===== config.mk =====
export PLATFORM = sky130hd
export DESIGN_NAME = mips_pipe_skid_stage
export DESIGN_NICKNAME = d
export VERILOG_FILES = /design/src/rtl/mips_pipe_pkg.sv /design/src/rtl/mips_pipe_stall_cnt.sv /design/src/rtl/mips_pipe_skid_stage.sv
export SDC_FILE = /design/constraint.sdc
export NUM_CORES = 1
export LEC_CHECK = 0
export ABC_AREA = 1
export BUFFER_PORTS_ARGS = -buffer_cell sky130_fd_sc_hd__buf_2
export CAP_MARGIN = 20
export CORE_MARGIN = 2
export CORE_UTILIZATION = 44
export DETAILED_ROUTE_END_ITERATION = 10
export PLACE_DENSITY = 0.67
export RECOVER_POWER = 100
export REMOVE_ABC_BUFFERS = 1
export SLEW_MARGIN = 40
export SYNTH_ARGS = -nofsm -noshare
export SYNTH_HDL_FRONTEND = slang
export SYNTH_SLANG_ARGS = --single-unit

===== constraint.sdc =====
create_clock -name clk -period 1.3 [get_ports clk]
set_input_delay 0.065 -clock clk [delete_from_list [all_inputs] [get_ports clk]]
set_output_delay 0.065 -clock clk [all_outputs]
set_load 0.05 [all_outputs]

===== src/rtl/mips_pipe_pkg.sv =====
// -----------------------------------------------------------------------------
// mips_pipe_pkg
// Shared definitions for the MIPS inter-stage pipeline registers.
//   - state_t       : occupancy state of a skid stage (EMPTY / ONE / TWO)
//   - MEMWB_*       : MEM/WB payload field widths and bit offsets, used by every
//                     stage that packs or unpacks that boundary's payload.
// Control fields sit in the payload LSBs so a stage can clear them with a
// simple low-order mask.
// -----------------------------------------------------------------------------
package mips_pipe_pkg;

    typedef enum logic [1:0] {
        ST_EMPTY = 2'd0,
        ST_ONE   = 2'd1,
        ST_TWO   = 2'd2
    } state_t;

    // MEM/WB field widths
    localparam int MEMWB_REGWRITE_W   = 1;
    localparam int MEMWB_CACHETOREG_W = 2;
    localparam int MEMWB_READ_DATA_W  = 32;
    localparam int MEMWB_ALU_RESULT_W = 32;
    localparam int MEMWB_INC_PC_W     = 32;
    localparam int MEMWB_WRITEREG_W   = 5;

    // MEM/WB field offsets (LSB of each field)
    localparam int MEMWB_REGWRITE_LSB   = 0;
    localparam int MEMWB_CACHETOREG_LSB = MEMWB_REGWRITE_LSB   + MEMWB_REGWRITE_W;
    localparam int MEMWB_READ_DATA_LSB  = MEMWB_CACHETOREG_LSB + MEMWB_CACHETOREG_W;
    localparam int MEMWB_ALU_RESULT_LSB = MEMWB_READ_DATA_LSB  + MEMWB_READ_DATA_W;
    localparam int MEMWB_INC_PC_LSB     = MEMWB_ALU_RESULT_LSB + MEMWB_ALU_RESULT_W;
    localparam int MEMWB_WRITEREG_LSB   = MEMWB_INC_PC_LSB     + MEMWB_INC_PC_W;

    // Control bits (RegWrite + CachetoReg) and full payload width
    localparam int MEMWB_CTRL_W = MEMWB_REGWRITE_W + MEMWB_CACHETOREG_W;
    localparam int MEMWB_W      = MEMWB_WRITEREG_LSB + MEMWB_WRITEREG_W;

endpackage


===== src/rtl/mips_pipe_stall_cnt.sv =====
// -----------------------------------------------------------------------------
// mips_pipe_stall_cnt
// Saturating up-counter of backpressure cycles. Holds at all-ones instead of
// wrapping; cleared only by reset.
// Ports:
//   clk   : clock
//   rst_n : synchronous active-low reset
//   inc   : count this cycle
//   count : current count (CNT_W bits)
// -----------------------------------------------------------------------------
module mips_pipe_stall_cnt #(
    parameter int CNT_W = 32
) (
    input  logic             clk,
    input  logic             rst_n,
    input  logic             inc,
    output logic [CNT_W-1:0] count
);

    always_ff @(posedge clk) begin
        if (!rst_n) begin
            count <= '0;
        end else if (inc && (count != '1)) begin
            count <= count + 1'b1;
        end
    end

endmodule


===== src/rtl/mips_pipe_skid_stage.sv =====
// -----------------------------------------------------------------------------
// mips_pipe_skid_stage
// Width-generic MIPS pipeline stage register with valid/ready handshake and a
// 2-entry skid buffer (main + skid), giving full throughput under
// backpressure with a purely registered in_ready_o.
// Ports:
//   clk, rst_n            : clock, synchronous active-low reset
//   in_valid_i/in_ready_o : upstream handshake
//   in_data_i             : payload, control bits in [CTRL_W-1:0]
//   out_valid_o/out_ready_i : downstream handshake
//   out_data_o            : payload (control bits read 0 while out_valid_o=0)
//   hold_i                : legacy cache stall, behaves as out_ready_i=0
//   flush_i               : empty the stage and clear stored control bits
//   stall_cnt_o           : saturating backpressure cycle count
// Build option: define MIPS_PIPE_STALL_CNT_EN to include the stall counter;
// otherwise stall_cnt_o is tied to 0.
// -----------------------------------------------------------------------------
module mips_pipe_skid_stage
    import mips_pipe_pkg::*;
#(
    parameter int DATA_W = MEMWB_W,
    parameter int CTRL_W = MEMWB_CTRL_W,
    parameter int CNT_W  = 32
) (
    input  logic              clk,
    input  logic              rst_n,
    input  logic              in_valid_i,
    output logic              in_ready_o,
    input  logic [DATA_W-1:0] in_data_i,
    output logic              out_valid_o,
    input  logic              out_ready_i,
    output logic [DATA_W-1:0] out_data_o,
    input  logic              hold_i,
    input  logic              flush_i,
    output logic [CNT_W-1:0]  stall_cnt_o
);

    // Ones in the control-field positions; all zero when CTRL_W == 0.
    localparam logic [DATA_W-1:0] CTRL_MASK = {DATA_W{1'b1}} >> (DATA_W - CTRL_W);

    state_t            state, state_nxt;
    logic [DATA_W-1:0] main_data, main_nxt;
    logic [DATA_W-1:0] skid_data, skid_nxt;
    logic              deq, enq;

    assign deq = out_valid_o & out_ready_i & ~hold_i;
    assign enq = in_valid_i & in_ready_o;

    // State and payload registers
    always_ff @(posedge clk) begin
        if (!rst_n) begin
            state     <= ST_EMPTY;
            // NOTE: payload flops are reset because out_data_o must read 0 after
            // reset; a large storage array would normally be left unreset.
            main_data <= '0;
            skid_data <= '0;
        end else begin
            // NOTE: non-blocking assignments so every flop samples pre-edge values.
            state     <= state_nxt;
            main_data <= main_nxt;
            skid_data <= skid_nxt;
        end
    end

    // Next-state and next-payload logic
    always_comb begin
        // NOTE: hold-current defaults first, so no branch can infer a latch.
        state_nxt = state;
        main_nxt  = main_data;
        skid_nxt  = skid_data;

        if (flush_i) begin
            // Any enq is dropped; a concurrent deq has already been taken
            // downstream, so emptying the stage is correct either way.
            state_nxt = ST_EMPTY;
            main_nxt  = main_data & ~CTRL_MASK;
            skid_nxt  = skid_data & ~CTRL_MASK;
        end else begin
            case (state)
                ST_EMPTY: begin
                    if (enq) begin
                        state_nxt = ST_ONE;
                        main_nxt  = in_data_i;
                    end
                end
                ST_ONE: begin
                    if (enq && deq) begin
                        main_nxt = in_data_i;
                    end else if (enq) begin
                        state_nxt = ST_TWO;
                        skid_nxt  = in_data_i;
                    end else if (deq) begin
                        state_nxt = ST_EMPTY;
                    end
                end
                ST_TWO: begin
                    // in_ready_o is low here, so only the skid entry moves up.
                    if (deq) begin
                        state_nxt = ST_ONE;
                        main_nxt  = skid_data;
                    end
                end
                default: state_nxt = ST_EMPTY;
            endcase
        end
    end

    // Outputs: decoded from the state flops only, so ready is registered.
    always_comb begin
        out_valid_o = (state != ST_EMPTY);
        in_ready_o  = (state != ST_TWO);
        out_data_o  = out_valid_o ? main_data : (main_data & ~CTRL_MASK);
    end

`ifdef MIPS_PIPE_STALL_CNT_EN
    logic stall;
    assign stall = out_valid_o & (~out_ready_i | hold_i);

    mips_pipe_stall_cnt #(
        .CNT_W (CNT_W)
    ) u_stall_cnt (
        .clk   (clk),
        .rst_n (rst_n),
        .inc   (stall),
        .count (stall_cnt_o)
    );
`else
    assign stall_cnt_o = '0;
`endif

endmodule


==> impl_metrics.toml <==
[floorplanning]
die_h_um = 158
dieArea_um2 = 25100
die_w_um = 158
num_rows = 56
coreArea_um2 = 23500
initial_core_util = 0.447
pin_count = 248

[run_status]
status = "complete, but fails checks"
violations = "negative setup slack"

[power]
power.density_nw_per_um2 = 1270
p_total_mw = 18.5
irDropWorstVdd_mv = 1.14
leakage_nw = 7.20

[place]
hpwl_mm = 16.0
place_inst = 2003
port_buffers = 215
dpl_cell_area_um2 = 11100
gp_congestion = 0.763

[critical_path]
worstPathArrival_ns = 1.93
cp_max_fo = 12
critPathSlowestCell = "dfxtp_4"
worstSetupStartpointType = "register"
path_class = "reg -> reg"
required_ns = 1.73
crit_chain = "buf_6, nand2_2, inv_2, nand2_2, nand3_4, clkbuf_16, clkbuf_16, nand2_1, nand2_1, nor2_1"
cp_top_family = "buffers and inverters"
path_buf_inv = 4
cpPeakStageDelay_ns = 0.37
critical_path.endpoint_type = "register"

[timing]
setup_violations = 213
period_needed_ns = 1.50
drv_slew = 0
rsz0062_at_grt = "true"
layout_setup_ws_ns = -0.197
finalCritPeriodShare = 1.15
skew_ns = 0.0113
hold_viol_final = 0
fmax_ghz = 0.668
whs_ns = 0.0773

[drt]
avgViaCountPerCell = 4.80
via_count = 10500
drc = 0
routed_wirelength_mm = 32.7
ant_nets = 0
wl_per_cell_um = 14.9
firstDrtPassIters = 5
dr.first_iter.drc_count = 655

[layout]
fin_cells = 2199
area_growth_pct = 38.7
post-route-util = 0.620
drive_gt1_frac = 0.259
final_area_um2 = 14600
diodes = 0
fill_cells = 2051
nets = 1972

[logic_synthesis]
ys_seq_area_frac = 0.401
synthesis.area_um2 = 10500
synthCells = 1633
syn_area_per_cell_um2 = 6.43
synth.distinct_cells = 20
synth-seq-cells = 210
yosys.area.top_type = "dfxtp_1"
yosysTopAreaCellShare = 0.401
ys.warnings.count = 0
synth.area.top_cells = "dfxtp_1 (40%), nand2_1 (15%), nor2_1 (15%)"

[clock_tree]
clock_sinks = 210
cts_buffers = 24
clockBufferDepth = 3
root_buffer = "clkbuf_16"
cts_max_level = 1
tritoncts = "yes"
cts.clk_slew.worst_paths_ns = 0.06
clkLatencyLatePin_ns = 0.51

[global_route]
grt-ovfl-total = 0
grt_use_total = 0.229
first_global_vias = 9354
grt_max_degree = 66
grt_pass1_wl_mm = 46.6
antenna_found_initial = 0

[hold_path]
hold_path_class = "in -> reg"

[run]
drv_cap = 0
-- cell usage in the layout, fill, tap and decap left out, types with 2 or more instances in the layout --
| master | netlist | layout |
|---|---|---|
| buf_2 | 41 | 110 |
| buf_16 | 0 | 13 |
| o21ai_2 | 0 | 26 |
| clkbuf_8 | 0 | 3 |
| nand2_4 | 0 | 17 |
| nor2_1 | 418 | 369 |
| nand2_1 | 424 | 369 |
| dlygate4sd3_1 | 0 | 106 |
| buf_6 | 11 | 17 |
| clkbuf_1 | 33 | 2 |
| buf_12 | 0 | 20 |
| nand2_8 | 0 | 2 |
| dfxtp_4 | 0 | 2 |
| a21oi_1 | 5 | 4 |
| nand3_4 | 0 | 2 |
| buf_4 | 134 | 19 |
| inv_4 | 0 | 2 |
| o21ai_1 | 52 | 61 |
| nand3_1 | 110 | 110 |
| clkbuf_2 | 6 | 99 |
| conb_1 | 1 | 32 |
| inv_1 | 117 | 116 |
| clkinv_2 | 0 | 6 |
| clkinvlp_4 | 0 | 2 |
| bufinv_16 | 0 | 5 |
| buf_8 | 0 | 6 |
| nand2_2 | 2 | 38 |
| dfxtp_1 | 210 | 208 |
| o21ai_0 | 52 | 17 |
| clkbuf_16 | 0 | 39 |
| nor2_2 | 3 | 47 |
| nor2_4 | 1 | 6 |
-- sequential cells by signal, summed over array words and instances, names as in the netlist --
| register | flops |
|---|---|
| main_data | 104 |
| skid_data | 104 |
| state | 2 |
-- cells by family after synthesis --
| kind of cell | count (synthesis) | share of synthesized area |
|---|---|---|
| flip-flops | 210 | 0.401 |
| other | 1 | 0.000357 |
| buffers and inverters | 353 | 0.188 |
| AO/OA/AOI/OAI | 109 | 0.0520 |
| AND/OR/NAND/NOR | 960 | 0.360 |
-- through the flow --
| step | TNS [ns] | setup WS [ns] |
|---|---|---|
| after floorplan | -713.54 | -3.71 |
| after global placement | -21.64 | -0.151 |
| after detailed placement | -25.98 | -0.171 |
| after CTS | -22.37 | -0.178 |
| after global routing | -40.08 | -0.258 |
| final | -24.84 | -0.197 |
-- timing repair --
| action | in CTS | in global routing |
|---|---|---|
| cloned | 11 | 22 |
| buffers inserted | 10 | 7 |
| resized for setup | 47 | 203 |
| pin swaps | 6 | 37 |
| hold buffers | 106 | 0 |
| setup endpoints to repair | 211 | 212 |
| endpoints found under the hold margin | 208 | 0 |
-- worst register-to-register path, cell delays in order (launching register included) --
cell	delay, ns
dfxtp_4	0.37
buf_6	0.12
nand2_2	0.06
inv_2	0.04
nand2_2	0.07
nand3_4	0.15
clkbuf_16	0.23
clkbuf_16	0.18
nand2_1	0.06
nand2_1	0.04
nor2_1	0.12
-- synthesized netlist by cell type, drive strengths merged --
library cell	n
nor2	422
clkbuf	39
a21oi	5
nand3	112
conb	1
o21ai	104
inv	120
nand2	426
dfxtp	210
buf	194
-- final cells by class --
class,instances,area [um^2],area share
inverters,120,472,0.0324
clock inverters,14,204,0.0140
multi-input cells,1101,4950,0.340
flip-flops and latches,210,4210,0.289
repair buffers,405,3650,0.250
clock buffers,30,674,0.0463
well taps,319,399,0.0274
-- power by group --
part	switching, mW	total (mW)	leakage (nW)	internal [mW]
registers	0.201	6.98	1.72	6.78
logic	2.64	4.02	5.05	1.38
clock network	2.80	7.47	0.431	4.67
total	5.64	18.5	7.20	12.8
-- routing by layer --
layer | share of wire | GRT usage | vias to the layer above
met5 | 0 | 0 | -
met4 | 0.016 | 0.0575 | 0
met3 | 0.069 | 0.0351 | 47
met2 | 0.48 | 0.390 | 386
met1 | 0.43 | 0.303 | 4849
li1 | - | - | 5263
-- final timing paths --
kind	from	end	slack (ns)	cells after the start
worst max-delay path	state[0]	main_data[8]	-0.20	10
worst min-delay path	hold_i	state[0]	0.08	6
worst max register to register	state[0]	main_data[8]	-0.20	10
worst min register to register	skid_data[51]	skid_data[51]	0.47	2
(Power assumes the default switching activity.)
